**src/rtl/conv1_psum_collector.sv**
```systemverilog
// Drain end of the conv1 PE array: paces array_en, keeps psums for valid windows, then applies bias/ReLU/round/saturate.
// Results go through a small first-word-fall-through FIFO onto a valid/ready stream; array_en throttles so nothing is dropped.
module conv1_psum_collector #(
  parameter int PSUM_W     = 20,
  parameter int K          = 3,
  parameter int IMG_W      = 28,
  parameter int IMG_H      = 28,
  parameter int PIPE_LAT   = 3,
  parameter int FIFO_DEPTH = 8
) (
  input  logic              clk,
  input  logic              rst,
  input  logic              start,
  output logic              array_en,
  input  logic [PSUM_W-1:0] psum_in,
  input  logic [PSUM_W:0]   bias,
  input  logic [4:0]        shift,
  input  logic              relu_en,
  output logic [7:0]        out_data,
  output logic              out_last,
  output logic              out_valid,
  input  logic              out_ready,
  output logic              busy,
  output logic              done
);

  localparam int CW   = $clog2(IMG_W);
  localparam int RW   = $clog2(IMG_H);
  localparam int FW   = $clog2(FIFO_DEPTH);
  localparam int NOUT = (IMG_W - K + 1) * (IMG_H - K + 1);
  localparam int OW   = $clog2(NOUT + 1);
  localparam int LW   = $clog2(PIPE_LAT + 1);
  localparam int AW   = PSUM_W + 3;

  localparam logic [CW-1:0] COL_MIN  = CW'(K - 1);
  localparam logic [CW-1:0] COL_LAST = CW'(IMG_W - 1);
  localparam logic [RW-1:0] ROW_MIN  = RW'(K - 1);
  localparam logic [RW-1:0] ROW_LAST = RW'(IMG_H - 1);
  localparam logic [FW:0]   EN_MAX   = (FW + 1)'(FIFO_DEPTH - 2);
  localparam logic [LW-1:0] N_FLUSH  = LW'(PIPE_LAT);
  localparam logic [OW-1:0] IDX_LAST = OW'(NOUT - 1);
  localparam logic signed [AW-1:0] SAT_U  = AW'(255);
  localparam logic signed [AW-1:0] SAT_HI = AW'(127);
  localparam logic signed [AW-1:0] SAT_LO = -AW'(128);

  typedef enum logic [1:0] {S_IDLE, S_RUN, S_DRAIN, S_DONE} state_t;
  state_t state_q, state_d;

  logic [CW-1:0]       col_q;
  logic [RW-1:0]       row_q;
  logic [LW-1:0]       flush_q;
  logic [PIPE_LAT-1:0] keep_q, keep_shift;
  logic                cap_q;
  logic [OW-1:0]       oidx_q;
  logic [8:0]          mem_q [FIFO_DEPTH];
  logic [FW-1:0]       wr_q, rd_q;
  logic [FW:0]         cnt_q;

  logic push, keep_new, last_pix, pop;
  logic signed [AW-1:0] acc;
  logic [7:0] sat_dat;

  assign array_en = (state_q == S_RUN || (state_q == S_DRAIN && flush_q < N_FLUSH)) && cnt_q <= EN_MAX;
  assign push     = array_en;
  assign keep_new = (state_q == S_RUN) && col_q >= COL_MIN && row_q >= ROW_MIN;
  assign last_pix = col_q == COL_LAST && row_q == ROW_LAST;
  assign out_valid = cnt_q != '0;
  assign pop      = out_valid && out_ready;
  assign out_data = out_valid ? mem_q[rd_q][7:0] : 8'd0;
  assign out_last = out_valid ? mem_q[rd_q][8] : 1'b0;
  assign busy     = state_q != S_IDLE;
  assign done     = state_q == S_DONE;

  // The flag that reaches the end of the line on a push lines up with the psum the array presents after that push.
  always_comb begin
    keep_shift    = '0;
    keep_shift[0] = keep_new;
    for (int i = 1; i < PIPE_LAT; i++) keep_shift[i] = keep_q[i-1];
  end

  always_comb begin
    state_d = state_q;
    case (state_q)
      S_IDLE:  if (start) state_d = S_RUN;
      S_RUN:   if (push && last_pix) state_d = S_DRAIN;
      S_DRAIN: if (flush_q == N_FLUSH && cnt_q == '0 && !cap_q) state_d = S_DONE;
      default: state_d = S_IDLE;
    endcase
  end

  always_comb begin
    acc = {{(AW-PSUM_W){psum_in[PSUM_W-1]}}, psum_in} + {{(AW-PSUM_W-1){bias[PSUM_W]}}, bias};
    if (relu_en && acc[AW-1]) acc = '0;
    if (shift != 5'd0) acc = acc + (AW'(1) << (shift - 5'd1));
    acc = acc >>> shift;
    sat_dat = acc[7:0];
    if (relu_en) begin
      if (acc[AW-1])      sat_dat = 8'd0;
      else if (acc > SAT_U) sat_dat = 8'hFF;
    end else begin
      if (acc < SAT_LO)      sat_dat = 8'h80;
      else if (acc > SAT_HI) sat_dat = 8'h7F;
    end
  end

  always_ff @(posedge clk) begin
    if (rst) begin
      state_q <= S_IDLE;
      col_q   <= '0;
      row_q   <= '0;
      flush_q <= '0;
      keep_q  <= '0;
      cap_q   <= 1'b0;
      oidx_q  <= '0;
      wr_q    <= '0;
      rd_q    <= '0;
      cnt_q   <= '0;
    end else begin
      state_q <= state_d;
      cap_q   <= push && keep_shift[PIPE_LAT-1];
      if (state_q == S_IDLE && start) begin
        col_q   <= '0;
        row_q   <= '0;
        flush_q <= '0;
        keep_q  <= '0;
        oidx_q  <= '0;
      end else if (push) begin
        keep_q <= keep_shift;
        if (state_q == S_RUN) begin
          if (col_q == COL_LAST) begin
            col_q <= '0;
            row_q <= (row_q == ROW_LAST) ? '0 : row_q + RW'(1);
          end else begin
            col_q <= col_q + CW'(1);
          end
        end else begin
          flush_q <= flush_q + LW'(1);
        end
      end
      if (cap_q) begin
        wr_q   <= wr_q + FW'(1);
        oidx_q <= oidx_q + OW'(1);
      end
      if (pop) rd_q <= rd_q + FW'(1);
      case ({cap_q, pop})
        2'b10:   cnt_q <= cnt_q + (FW + 1)'(1);
        2'b01:   cnt_q <= cnt_q - (FW + 1)'(1);
        default: cnt_q <= cnt_q;
      endcase
    end
  end

  always_ff @(posedge clk) begin
    if (cap_q) mem_q[wr_q] <= {oidx_q == IDX_LAST, sat_dat};
  end

endmodule

```
**config.mk**
```make
export PLATFORM = sky130hd
export DESIGN_NAME = conv1_psum_collector
export DESIGN_NICKNAME = d
export VERILOG_FILES = /design/src/rtl/conv1_psum_collector.sv
export SDC_FILE = /design/constraint.sdc
export NUM_CORES = 1
export LEC_CHECK = 0
export ABC_AREA = 1
export CORE_AREA = 2 2 154 156
export DETAILED_ROUTE_END_ITERATION = 6
export DIE_AREA = 0 0 156 158
export DONT_BUFFER_PORTS = 1
export PLACE_DENSITY = 0.62
export SETUP_SLACK_MARGIN = 0.2
export SLEW_MARGIN = 10
export SYNTH_ARGS = -nofsm -noshare
export SYNTH_HDL_FRONTEND = slang
export SYNTH_SLANG_ARGS = --single-unit
```
**constraint.sdc**
```tcl
create_clock -name clk -period 5.6 [get_ports clk]
set_input_delay 1.12 -clock clk [delete_from_list [all_inputs] [get_ports clk]]
set_output_delay 1.12 -clock clk [all_outputs]
set_load 0.02 [all_outputs]
```
==> flow_summary.ini, run 1 <==
[routing]
drt-initial-drc-count = 695
wl_per_cell_um = 15.8
num_vias = 10800
routed_wirelength_um = 32300
via_per_inst = 5.32
drtPass1Iterations = 5
drtAntennaViolNets = 0
drc_errors = 0

[hold_path]
hold_class = reg -> reg
hold_end = cap_q
min_path_cells = 2
holdCritStartpoint = keep_q[1]

[sta]
clock_skew_ns = 0.0176
hold_viol = 0
layout_setup_ws_ns = 0.224
tightest_slew_ns = 1.10
period_needed_ns = 5.38
maxSlewViolCount = 0
finalCritPeriodShare = 0.960
relSlewSlack = 0.265
setup_viol = 0
hold_slack_ns = 0.450
rsz0062_at_grt = yes
fmax_ghz = 0.186

[place]
port_buffers = 0
place.gp.congestion = 0.982
placed_cells = 2000
dpl.hpwl_um = 23700
dp_slack_ns = -0.573
place_area_sq_um = 11700

[synth]
synth-seq-cells = 112
synth_nets = 1691
synth_cells = 1579
yosysUniqueCellTypes = 45
yosysSeqAreaShare = 0.290
syn_area_sq_um = 10200
synth_warnings = 0
postSynthAreaPerCell_sq_um = 6.47

[clocking]
postCtsHoldBufs = 0
cts_buffers = 9
clockBufferDepth = 2
cts_tree = built
cts_max_level = 3
clk_pin_slew_ns = 0.08
root_buffer = clkbuf_16
clock_latency_ns = 0.36
clkSinkCount = 112

[floorplanning]
initial_core_util = 0.443
die_x_um = 156
rows = 56
core_area_sq_um = 23100
die_h_um = 158
ios = 64
die_area_sq_um = 24600

[worst_setup_path]
crit_type = in -> reg
cp_top_family = simple AND/OR/NAND/NOR gates
cp_max_fo = 8
cp.buffers_inverters = 4
critPathSlowestCell = ha_4
end_kind = flip-flop
crit_top_cell = nand2_2
reg2reg_depth = 14
regToRegSetupSlack_ns = 2.59
r2r_end = cnt_q[3]
reg2reg_from = cnt_q[1]
arrival_ns = 5.47
cp.required_ns = 5.69
start_kind = input port
cpPeakStageDelay_ns = 0.30

[power_and_ir_drop]
power_leakage_nw = 6.32
power.density_nw_per_um2 = 261
ir_drop_v = 0.000216

[final_layout]
n_antenna_cell = 0
mostFrequentLayoutCells = 316 x nand2_1, 198 x inv_1, 186 x buf_4
layout-drive-gt1-share = 0.324
fin_cells = 2039
final_common_cell = nand2_1
final_nets = 1856
final_util = 0.602
final_design_area_no_fill_sq_um = 13900
areaGrowthSynthToFinish_pct = 35.7

[grt]
gr-usage-all-layers = 0.252
grt_overflow = 0
grt_pass1_wl_um = 49600
grt_max_degree = 38
grt_pass1_vias = 9884
antenna_found_initial = 0

[status]
status = completed

[flow_run]
cap_violations = 0
-- power breakdown --
part / internal [W] / switching, W / total, W
Clock: 0.000320 / 0.000321 / 0.000641
Sequential: 0.000944 / 0.0000405 / 0.000984
Combinational: 0.000740 / 0.00125 / 0.00199
-- synthesized netlist by cell type, drive strengths merged --
| cell type | instances | area [sq um] |
|---|---|---|
| a211oi | 7 | 52.6 |
| o21ai | 80 | 404 |
| edfxtp | 72 | 2160 |
| o21bai | 4 | 30.0 |
| a21boi | 1 | 7.51 |
| nor3 | 28 | 140 |
| or2 | 5 | 31.3 |
| nor4 | 7 | 43.8 |
| clkinv | 1 | 3.75 |
| xnor2 | 13 | 114 |
| buf | 21 | 125 |
| clkbuf | 22 | 82.6 |
| and2 | 3 | 18.8 |
| o21a | 3 | 22.5 |
| xor2 | 11 | 96.3 |
| dfxtp | 40 | 801 |
| nand3b | 7 | 52.6 |
| nor3b | 2 | 15.0 |
| nand3 | 229 | 1310 |
| nand4 | 19 | 119 |
| nor2 | 193 | 757 |
| o22ai | 9 | 56.3 |
| o311ai | 1 | 8.76 |
| a21o | 1 | 7.51 |
| ha | 58 | 726 |
| a31oi | 15 | 93.8 |
| a21oi | 63 | 323 |
| fa | 3 | 60.1 |
| inv | 218 | 821 |
| nand2 | 443 | 1740 |
-- worst max-delay path by stage --
stage	from	to	slack [ns]	cells after the start
finish	bias[20]	mem_q[6][2]	0.22	39
CTS	psum_in[14]	mem_q[0][1]	0.20	40
detailed placement	psum_in[16]	mem_q[1][6]	-0.57	35
global placement	psum_in[0]	mem_q[7][6]	-0.55	34
floorplan	psum_in[2]	mem_q[0][0]	0.29	33
global route	bias[20]	mem_q[0][6]	-0.03	35
-- metrics by stage --
stage                     setup TNS [ns]  power [W]
after detailed placement          -34.19    0.00270
after CTS                              0    0.00341
after global routing              -0.430    0.00387
after floorplan                        0    0.00216
after global placement            -32.31    0.00267
final                                  0    0.00362
-- worst register-to-register path: stages (launching register included) --
cell and delay [ns]:
dfxtp_1 0.35, nor4_1 0.48, inv_1 0.44, nand2_1 0.18, inv_1 0.12, ha_1 0.23
ha_1 0.32, nand2_1 0.08, nor2_1 0.04, a211oi_1 0.26, nor2_1 0.07, nor2_1 0.09
nand2_1 0.07, o21ai_0 0.14, a21oi_1 0.05
-- area by class of cell --
class	instances	area [sq um]
fillers	2115	9180
well taps	290	363
flip-flops and latches	112	2960
repair buffers	196	1520
clock inverters	7	75.1
multi-input cells	1206	7900
clock buffers	9	225
inverters	219	825
-- sequential cells by signal (all words and copies together) (netlist names), 2 cells and up, named ones only --
name     cells
cnt_q        4
col_q        5
flush_q      2
keep_q       2
mem_q       72
oidx_q      10
rd_q         3
row_q        5
state_q      2
wr_q         3
-- per-layer routing --
| metal | track usage | part of all wire | routed length, um |
|---|---|---|---|
| met5 | 0 | 0 | 0 |
| met2 | 0.456 | 0.51 | 16400 |
| met4 | 0.0782 | 0.030 | 957 |
| met3 | 0.0222 | 0.034 | 1100 |
| met1 | 0.317 | 0.43 | 13800 |
-- logic make-up (layout without fill, tap and decap cells) --
logic type	Yosys count	in the layout	synth area share
adders and majority gates	61	61	0.0769
AOI/OAI and AO/OA	184	184	0.0984
and+or+nand+nor	936	937	0.413
buffers and inverters	262	431	0.101
DFF	112	112	0.290
xor gates and xnor gates	24	24	0.0206
-- what timing repair did --
item	4_1_cts	5_1_grt
hold endpoints to repair	0	0
buffers inserted	7	15
gates resized for setup	91	286
cloned	1	0
setup endpoints to repair	64	64
pin swaps	24	107
Power figures use the tool's default switching activity.
==> inputs of run 2 (changes only) <==
PLACE_DENSITY = 0.6   (was 0.62)
clock period = 6.2 ns   (was 5.6 ns; I/O delays follow)
==> run 2 against run 1 <==
Compared with the run above:
- power fell by 18%
- flip-flop and latch count did not move
- largest cell class unchanged
- critical path type unchanged
- final cell count fell by 6.4%
- sequential share of layout area rose by 3.9 points
- hold slack improved by 0.0031 ns
==> flow_summary.ini, run 2 (synthesized netlist as in run 1, its figures left out) <==
[status]
status = completed

[routing]
routed_wirelength_um = 31100
drtAntennaViolNets = 0
via_per_inst = 5.45
drc_errors = 0
wl_per_cell_um = 16.3
num_vias = 10400
drtPass1Iterations = 7
drt-initial-drc-count = 913

[sta]
layout_setup_ws_ns = 0.507
tightest_slew_ns = 1.05
final.setup.tns_ns = 0
hold_viol = 0
period_needed_ns = 5.69
maxSlewViolCount = 0
relSlewSlack = 0.295
finalCritPeriodShare = 0.918
rsz0062_at_grt = no
clock_skew_ns = 0.0146
setup_viol = 0
fmax_ghz = 0.176

[worst_setup_path]
reg2reg_depth = 14
arrival_ns = 5.80
reg2reg_from = cnt_q[1]
cp.required_ns = 6.31
cp_max_fo = 8
start_kind = input port
crit_top_cell = nand2_1
end_kind = flip-flop
cpPeakStageDelay_ns = 0.35
critPathSlowestCell = ha_1
r2r_end = cnt_q[3]
crit_type = in -> reg
regToRegSetupSlack_ns = 3.24

[final_layout]
reg_top3 = mem_q x72, oidx_q x10
mostFrequentLayoutCells = 396 x nand2_1, 209 x inv_1, 185 x nand3_1
n_antenna_cell = 0
regMostFlops = mem_q
layout-drive-gt1-share = 0.159
final_common_cell = nand2_1
areaGrowthSynthToFinish_pct = 14.7
largest_reg_flops = 72
fillers = 2378
final_util = 0.509
final_design_area_no_fill_sq_um = 11700
final_nets = 1725

[place]
place_area_sq_um = 10800
place.gp.congestion = 1.01
port_buffers = 0
dpl.hpwl_um = 23500
dp_slack_ns = -0.0185

[floorplanning]
initial_core_util = 0.443
die_x_um = 156
rows = 56
ios = 64
die_area_sq_um = 24600
core_area_sq_um = 23100
die_h_um = 158

[power_and_ir_drop]
power_w = 0.00295
p_clk_frac = 0.189
p_int_w = 0.00162
p_switching_w = 0.00132
power_frac_comb = 0.510
swShare = 0.449
power.density_nw_per_um2 = 251
power_leakage_nw = 5.41
power_frac_seq = 0.301
ir_drop_v = 0.000189

[hold_path]
min_path_cells = 2
hold_class = reg -> reg
holdCritStartpoint = keep_q[1]
hold_end = cap_q

[clocking]
postCtsHoldBufs = 0
root_buffer = clkbuf_16
clkSinkCount = 112
clockBufferDepth = 2
clk_pin_slew_ns = 0.08
cts_tree = built
cts_max_level = 3
clock_latency_ns = 0.34
cts_buffers = 9

[grt]
grt_max_degree = 38
grt_pass1_wl_um = 48600
grt_overflow = 0
gr-usage-all-layers = 0.247
antenna_found_initial = 0
grt_pass1_vias = 9567

[flow_run]
cap_violations = 0
-- run 2: cell count changes in the layout (fill, tap and decap cells not counted), moves of 16 or more --
cell / previous run / this run
nand2_2: 97 / 40
nand3_1: 145 / 185
nor2_4: 20 / 4
nand2_1: 316 / 396
nand3_2: 63 / 37
ha_4: 33 / 13
buf_4: 186 / 61
nand2_4: 29 / 7
-- run 2: per-stage QoR --
stage	hold slack, ns	std cells
6_report	0.453	1908
5_1_grt	0.483	1908
2_1_floorplan	0.425	1579
3_5_place_dp	0.447	1884
4_1_cts	0.458	1900
3_3_place_gp	0.442	1884
-- run 2: worst max-delay path by stage --
stage / startpoint / cells after the start / to / slack [ns]
3_3_place_gp: psum_in[0] / 36 / mem_q[1][5] / -0.03
2_1_floorplan: psum_in[2] / 33 / mem_q[0][0] / 0.54
4_1_cts: psum_in[0] / 36 / mem_q[3][0] / 0.34
3_5_place_dp: psum_in[0] / 36 / mem_q[1][0] / -0.02
5_1_grt: psum_in[5] / 35 / mem_q[5][6] / 0.14
6_report: psum_in[5] / 36 / mem_q[6][6] / 0.51
-- run 2: repair_timing --
action / 4_1_cts / 5_1_grt
resized for setup: 0 / 135
endpoints found under the setup margin: 0 / 64
buffers inserted: 0 / 5
-- run 2: layout make-up --
class,count,area (sq um),share of cell area
timing repair buffer,65,529,0.0451
sequential,112,2960,0.253
clock inverter,6,61.3,0.00523
multi-input combinational,1206,6760,0.576
tap,290,363,0.0309
inverter,219,825,0.0703
clock buffer,10,229,0.0195
-- run 2: power by group through the flow --
stage	registers (W)	clock network, W	logic (W)
floorplan	0.000896	0	0.00106
global placement	0.000905	0	0.00140
detailed placement	0.000906	0	0.00141
CTS	0.000889	0.000570	0.00141
global route	0.000895	0.000598	0.00168
finish	0.000889	0.000557	0.00150
-- run 2: critical path, delay by kind of cell --
kind	cells	cell delay (ns)
buf+inv	6	0.78
fa+ha+maj	2	0.62
simple gates	28	3.14
-- run 2: metal layers --
metal	vias to the layer above	part of all wire	track usage
met5	-	0	0
met4	0	0.032	0.0861
met3	62	0.042	0.0194
met2	295	0.49	0.438
met1	4800	0.44	0.316
li1	5243	-	-
==> inputs of run 3 (changes only) <==
==> constraint.sdc (replaced) <==
create_clock -name clk -period 6.2 [get_ports clk]
set_input_delay 0.62 -clock clk [delete_from_list [all_inputs] [get_ports clk]]
set_output_delay 0.62 -clock clk [all_outputs]
set_load 0.02 [all_outputs]
==> run 3 against run 2 <==
Compared with the run above:
- via count decreased by 3.6%
- clock power increased by 3%
- setup slack better by 0.22 ns
- fmax grew 4.0%
- combinational power shrank 10%
- critical path type unchanged
- highest routed layer unchanged
==> flow_summary.ini, run 3 (synthesized netlist as in run 1, its figures left out) <==
[status]
status = completed

[final_layout]
layout-drive-gt1-share = 0.0717
areaGrowthSynthToFinish_pct = 6.22
final_common_cell = nand2_1
multi_input_comb_area_sq_um = 6240
final_util = 0.471
final_nets = 1682
reg_top3 = mem_q x72, oidx_q x10
largest_reg_flops = 72
final_design_area_no_fill_sq_um = 10900
n_antenna_cell = 0
regArea_sq_um = 2960
fillers = 2482
mostFrequentLayoutCells = 421 x nand2_1, 210 x inv_1, 204 x nand3_1
regMostFlops = mem_q

[place]
place_area_sq_um = 10500
dpl.hpwl_um = 23400
dp_slack_ns = 0.209
port_buffers = 0
place.gp.congestion = 1.01

[sta]
fmax_ghz = 0.183
final.setup.tns_ns = 0
maxSlewViolCount = 0
finalCritPeriodShare = 0.883
rsz0062_at_grt = yes
layout_setup_ws_ns = 0.725
period_needed_ns = 5.48
hold_slack_ns = 0.336
hold_viol = 0
setup_viol = 0
clock_skew_ns = 0.0177
relSlewSlack = 0.242
tightest_slew_ns = 1.13

[routing]
drt-initial-drc-count = 805
wl_per_cell_um = 15.9
drtPass1Iterations = 5
num_vias = 10000
routed_wirelength_um = 29700
drc_errors = 0
drtAntennaViolNets = 0
via_per_inst = 5.37

[hold_path]
hold_class = in -> reg
holdCritStartpoint = rst
hold_end = oidx_q[5]
min_path_cells = 1

[grt]
antenna_found_initial = 0
grt_pass1_wl_um = 47800
grt_max_degree = 38
gr-usage-all-layers = 0.243
grt_pass1_vias = 9434
grt_overflow = 0

[worst_setup_path]
cpPeakStageDelay_ns = 0.39
arrival_ns = 5.51
start_kind = input port
crit_top_cell = nand2_1
end_kind = flip-flop
crit_type = in -> reg
regToRegSetupSlack_ns = 3.23
cp_max_fo = 17
reg2reg_depth = 14
reg2reg_from = cnt_q[0]
cp.required_ns = 6.24
r2r_end = cnt_q[3]
critPathSlowestCell = ha_1

[clocking]
clkSinkCount = 112
postCtsHoldBufs = 0
root_buffer = clkbuf_16
clock_latency_ns = 0.35
clk_pin_slew_ns = 0.08
cts.repair.resized = 0
cts_max_level = 3
cts_buffers = 9
clockBufferDepth = 2
cts_setup_buffers = 0
cts_tree = built

[floorplanning]
die_h_um = 158
initial_core_util = 0.443
core_area_sq_um = 23100
ios = 64
rows = 56
die_x_um = 156
die_area_sq_um = 24600

[power_and_ir_drop]
ir_drop_v = 0.000199
power.density_nw_per_um2 = 260
power_leakage_nw = 5.14

[flow_run]
cap_violations = 0
-- run 3: worst max path at each step --
stage                     cells past startpoint           to   startpoint  slack [ns]
after global routing                         36  mem_q[0][5]  psum_in[19]        0.21
after CTS                                    30  mem_q[3][7]  psum_in[19]        0.55
after global placement                       30  mem_q[4][7]  psum_in[19]        0.37
after detailed placement                     30  mem_q[4][7]  psum_in[19]        0.21
after floorplan                              33  mem_q[0][0]   psum_in[2]        1.16
final                                        31  mem_q[3][3]  psum_in[19]        0.72
-- run 3: final cells by class --
| cell class | count | share of cell area |
|---|---|---|
| multi-input combinational | 1205 | 0.575 |
| sequential | 112 | 0.273 |
| inverter | 219 | 0.0760 |
| tap | 290 | 0.0334 |
| clock buffer | 9 | 0.0207 |
| timing repair buffer | 23 | 0.0159 |
| clock inverter | 7 | 0.00634 |
-- run 3: report_power, final --
part	switching (W)	internal (W)	leakage (nW)
registers	0.0000551	0.000853	0.969
clock network	0.000286	0.000285	0.143
logic	0.000941	0.000407	4.03
-- run 3: critical path: cells and delay by family --
kind / cells / cell delay [ns]
adders and majority gates: 2 / 0.75
AOI/OAI and AO/OA: 1 / 0.26
buffers and inverters: 2 / 0.30
and+or+nand+nor: 26 / 3.54
-- run 3: per-layer routing --
metal,track usage,share of wire,vias up
met1,0.304,0.45,4562
li1,-,-,5161
met5,0,0,-
met2,0.434,0.48,245
met4,0.0935,0.035,0
met3,0.0200,0.034,56
-- run 3: through the flow --
step	power, W	instances
floorplan	0.00195	1579
global placement	0.00226	1849
detailed placement	0.00227	1849
CTS	0.00284	1865
global route	0.00305	1865
finish	0.00283	1865
